File: config.mk
export PLATFORM = sky130hd
export DESIGN_NAME = pos_scanner
export DESIGN_NICKNAME = d
export VERILOG_FILES = /design/src/rtl/pos_scanner.sv
export SDC_FILE = /design/constraint.sdc
export NUM_CORES = 1
export LEC_CHECK = 0
export ABC_AREA = 1
export CORE_MARGIN = 2
export CORE_UTILIZATION = 50
export DETAILED_ROUTE_END_ITERATION = 16
export PLACE_DENSITY = 0.73
export SKIP_LAST_GASP = 1
export SLEW_MARGIN = 10
export SYNTH_ARGS = -nofsm -noshare
export SYNTH_HDL_FRONTEND = slang
export SYNTH_SLANG_ARGS = --single-unit
File: constraint.sdc
create_clock -name clk -period 4.5 [get_ports clk]
set_clock_uncertainty 0.15 [all_clocks]
set_input_delay 0.9 -clock clk [delete_from_list [all_inputs] [get_ports clk]]
set_output_delay 0.9 -clock clk [all_outputs]
set_load 0.05 [all_outputs]
File: src/rtl/pos_scanner.sv
// Cursor over N_POS cells at STEP_DIV cycles per step; captures the cell on select, holds until ack.
// `define POS_SCAN_SKIP_EN makes each advance skip occupied cells; otherwise the cursor steps sequentially.
module pos_scanner #(
  parameter int N_POS    = 9,
  parameter int PW       = 4,
  parameter int STEP_DIV = 1
) (
  input  logic             clk,
  input  logic             reset,
  input  logic             select,
  input  logic             ack,
  input  logic [N_POS-1:0] occupied,
  output logic [PW-1:0]    pos,
  output logic [PW-1:0]    chosen,
  output logic             ready,
  output logic             full
);

  typedef enum logic {
    SCAN = 1'b0,
    HOLD = 1'b1
  } state_t;

  localparam logic [15:0]   DIV_LAST = 16'(STEP_DIV - 1);
  localparam logic [PW-1:0] POS_LAST = PW'(N_POS - 1);

  state_t            state_q, state_d;
  logic [PW-1:0]     pos_q, pos_d;
  logic [PW-1:0]     chosen_q, chosen_d;
  logic              ready_q, ready_d;
  logic [15:0]       div_q, div_d;

  logic [(1<<PW)-1:0] occ_ext;
  logic [PW-1:0]      adv_pos;

  assign full = &occupied;

  // Cells beyond N_POS read as taken so any pos index is safe.
  always_comb begin
    occ_ext = '1;
    for (int i = 0; i < N_POS; i++) begin
      occ_ext[i] = occupied[i];
    end
  end

`ifdef POS_SCAN_SKIP_EN
  logic [PW:0] cand;
  logic        found;

  // First free cell after pos in wrap order; pos itself is never a candidate.
  always_comb begin
    adv_pos = pos_q;
    found   = 1'b0;
    cand    = '0;
    for (int k = 1; k < N_POS; k++) begin
      cand = {1'b0, pos_q} + (PW+1)'(k);
      if (cand >= (PW+1)'(N_POS)) begin
        cand = cand - (PW+1)'(N_POS);
      end
      if (!found && !occ_ext[cand[PW-1:0]]) begin
        found   = 1'b1;
        adv_pos = cand[PW-1:0];
      end
    end
  end
`else
  always_comb begin
    adv_pos = (pos_q == POS_LAST) ? '0 : pos_q + PW'(1);
  end
`endif

  always_comb begin
    state_d  = state_q;
    pos_d    = pos_q;
    chosen_d = chosen_q;
    ready_d  = ready_q;
    div_d    = div_q;
    case (state_q)
      SCAN: begin
        // While every cell is taken both cursor and divider stand still.
        if (!full) begin
          if (select && !occ_ext[pos_q]) begin
            state_d  = HOLD;
            chosen_d = pos_q;
            ready_d  = 1'b1;
          end else if (div_q == DIV_LAST) begin
            div_d = '0;
            pos_d = adv_pos;
          end else begin
            div_d = div_q + 16'd1;
          end
        end
      end
      HOLD: begin
        if (ack) begin
          state_d = SCAN;
          ready_d = 1'b0;
          div_d   = '0;
        end
      end
      default: begin
        state_d = SCAN;
      end
    endcase
  end

  always_ff @(posedge clk) begin
    if (!reset) begin
      state_q  <= SCAN;
      pos_q    <= '0;
      chosen_q <= '0;
      ready_q  <= 1'b0;
      div_q    <= '0;
    end else begin
      state_q  <= state_d;
      pos_q    <= pos_d;
      chosen_q <= chosen_d;
      ready_q  <= ready_d;
      div_q    <= div_d;
    end
  end

  assign pos    = pos_q;
  assign chosen = chosen_q;
  assign ready  = ready_q;

endmodule

[Yosys cells after proc, flatten, opt, wreduce, memory -nomap -nowiden]
Index checks and enable logic that the tools add are counted.
Word-level totals
  bits in registers: 26
  input bits: 13
  output and inout port bits: 10
  word-level logic and storage cells: 40
Cells by class
  add/subtract/negate cells: 2
  magnitude comparators: 1
  equal/unequal tests: 5
  muxes and demuxes: 16
  bitwise logic cells: 3
  reductions and logical operators: 8
Operator list (number)
  $mux W16: 4
  $pmux W16 S2: 1
  $add A16 B1 Y16 const B: 1
  $logic_not A16 Y1: 1
  $reduce_and A3 Y1: 3
  $reduce_and A9 Y1: 1
  $ne A2 B2 Y1 const B: 4
  $mux W1: 7
  $lt A4 B5 Y1 const B: 1
  $add A4 B1 Y4 const B: 1
  $bmux W1 S4: 1
  $eq A4 B4 Y1 const B: 1
  $mux W4: 1
  $pmux W1 S2: 2
  $reduce_and A4 Y1: 1
  $not A1 Y1: 3
  $logic_and A1 B1 Y1: 1
  $logic_not A1 Y1: 1

[Logic depth before layout (Yosys ltp)]
  word-level depth: 7
  gate-level depth with buffers: 12
  depth with buffers taken out: 12

[Worst setup path before layout]
Ideal clock, no wire load.
  path type: input to output
  start point: in occupied[4]
  end point: out full
  arrival: 1.568 ns
  setup slack: 1.882 ns
  cell stages on the path: 4
  path buffers: 0
  path through: nand4_1 nor2_1 nand4_1 inv_1
Between the ends
  longest elaborated chain between the ends: 1
RTL lines
  from (decl): RTL line 12  | input logic [N_POS-1:0] occupied,
  $reduce_and A9 Y1: RTL line 36  | assign full = &occupied;
  to (decl): RTL line 16  | output logic full
No other way between the ends.

[Worst setup path after layout]
  start point: in occupied[2]
  end point: out full
The elaborated chain is that of the path after synthesis.

==> impl_metrics.tcl <==
set metrics [dict create \
    worstSetupEndpointType "primary output" \
    numCtsBuffers 3 \
    yosys-top-cells-area "dfxtp_1, nand2_1, nand3_2, nor2_1, nand3_1" \
    drt-wirelength-per-cell_um 12.5 \
    startpoint "occupied[2]" \
    min_period_over_period_pct 82.3 \
    io_buffers 22 \
    overflow 0 \
    syn_area_um2 1840 \
    path_clk_slew_ps 90 \
    postCtsSetupBuffers 0 \
    hp-class "flip-flop to flip-flop" \
    die_area_um2 4180 \
    final_common_cell "nand2_1" \
    synth_top_family_by_area "simple AND/OR/NAND/NOR gates" \
    grt_pass1_vias 1573 \
    cts_root_buffer "clkbuf_8" \
    rows 22 \
    syn_to_final_growth_pct 14.5 \
    core-area_um2 3610 \
    cts_buffer_depth 2 \
    drv_slew 0 \
    arrival_ps 2650 \
    cp-start-kind "input pin" \
    synth_fa_ha_area_share_pct 2.72 \
    hpwl_um 3020 \
    synth_flop_cell "dfxtp_1" \
    die_x_um 64.7 \
    clkSinkCount 26 \
    grt_max_degree 24 \
    worst_pin_slew_ps 900 \
    clock.fmax_mhz 270 \
    ant_nets 0 \
    cp_slowest_cell "clkdlybuf4s50_1" \
    synth-compound-area-share_pct 10.1 \
    start_util_pct 51.0 \
    synth_top_area_share_pct 28.3 \
    synth_edf_count 0 \
    grt_setup_unrepaired "false" \
    fin_setup_tns_ps 0 \
    r2r-end "div_q[10]" \
    required_ps 3450 \
    synth-seq-cells 26 \
    crit_fanout 5 \
    synthArstFlopShare_pct 0 \
    fp.dieH_um 64.7 \
    nets 297 \
    route.vias.total 1708 \
    pin_count 23 \
    drt_iter0_markers 170 \
    postSynthAreaPerCell_um2 7.08 \
    postCtsHoldBufs 0 \
    ff2ff_setup_slack_ps 2520 \
    crit_buf_inv 3 \
    synth_largest_area_cell "dfxtp_1" \
    wl_um 4090 \
    worstSkewPairLatency_ps 270 \
    reg2reg_depth 11 \
    hold_end "chosen[3]" \
    min_period_ps 3700 \
    crit_path_max_incr_delay_ps 790 \
    synthDistinctLibCells 26 \
    synth_nets 277 \
    diodes 0 \
    hold_viol 0 \
    synth_xor_area_share_pct 5.71 \
    hold_start "chosen[3]" \
    p_per_area_nw_per_um2 396 \
    gp_routability_congestion 0.869 \
    synth_cells 260 \
    max_cap_viol_count 0 \
    antenna_found_initial 0 \
    reg2reg_from "pos[0]" \
    drive_gt1_share_pct 16.9 \
    h-tree-depth 1 \
    seq_area_um2 520 \
    ys_seq_area_share_pct 28.3 \
    holdPathStages 2 \
    finish.utilization_pct 58.4 \
    drtPass1Iterations 5 \
    grt.total_usage_pct 21.3 \
    critPathKind "input pin to primary output" \
    path_delay_family "buffers and inverters" \
    vdd_drop_max_mv 0.227 \
    slew-limit-headroom_pct 39.9 \
    cts_tree "done" \
    nFillCells 348 \
    setup_viol 0 \
    crit_chain "clkdlybuf4s50_1 > nand4_1 > nor2_1 > nand4_1 > inv_1 > clkdlybuf4s50_1" \
    synth_simple_gate_area_share_pct 45.1 \
    post_cts_resized 0 \
    leakage_nw 0.761 \
    muxShareOfSynthArea_pct 0 \
    outcome "finished, final reports clean" \
    via_per_inst 5.24 \
    layout_common_cells "nand2_1, nor2_1, dfxtp_1, inv_1, clkdlybuf4s50_1" \
    drc_errors 0 \
    grt_pass1_wl_um 7240 \
    multiInputGateArea_um2 1170 \
    ys_warn_count 0 \
]
## worst max-delay path by stage
stage / to / slack, ps / cells after the start
after floorplan: full / 1880 / 4
after global placement: full / 800 / 6
after detailed placement: full / 790 / 6
after CTS: full / 790 / 6
after global routing: full / 690 / 6
final: full / 800 / 6
## synth_stat cells (4+ instances only)
cell type / number
nand3_2: 15
nand3_1: 20
ha_1: 4
a21oi_2: 10
nor2_1: 31
xor2_1: 11
dfxtp_1: 26
nand2_1: 55
nand2_2: 10
nand4_1: 8
clkbuf_1: 4
a21oi_1: 16
inv_1: 24
nor3_1: 10
## metal layers
layer	GRT usage (%)	part of all wire (%)	vias up
li1	-	-	889
met1	32.2	52	778
met2	32.9	43	34
met4	3.99	1.1	0
met3	2.43	3.5	7
met5	0	0	-
## layout make-up
cell class,count,area share [%]
clock buffer,3,1.96
inverter,25,4.45
multi-input combinational,202,55.6
sequential,26,24.7
tap,48,2.85
timing repair buffer,22,10.5
## report_power, final
part / internal [mW] / leakage (nW) / switching [mW]
Clock: 0.0601 / 0.0216 / 0.0735
Sequential: 0.254 / 0.211 / 0.0481
Combinational: 0.125 / 0.529 / 0.273
Total: 0.439 / 0.761 / 0.395
## sequential cells by signal, indices dropped and copies added (netlist names)
register,flops
chosen,4
div_q,16
pos,4
ready,1
state_q,1
## worst reg2reg max path, cell delays in order (launching register included)
cell and delay, ps:
dfxtp_1 540, inv_2 150, nand2_1 100, nand3_2 70
nand3_2 90, nand3_2 90, nand2_4 80, nand2_4 80
nand2_8 160, nand2_8 160, nand2_1 120, a21oi_2 50
## cells by family after synthesis
logic type,after synthesis
adder cells (fa/ha/maj),4
AO/OA/AOI/OAI,29
AND/OR/NAND/NOR,157
XOR/XNOR,12
buffers and inverters,32
flip-flops,26
## stage by stage
stage          hold slack (ps)  instances  area [µm²]  setup WS [ps]  total power, mW
2_1_floorplan              307        260        1840           1880            0.633
6_report                   320        326        2110            795            0.834
3_3_place_gp               306        323        2070            799            0.704
4_1_cts                    326        326        2110            790            0.837
3_5_place_dp               313        323        2070            794            0.705
5_1_grt                    344        326        2110            694            0.887
No activity file was read; power rests on OpenSTA's default activity.
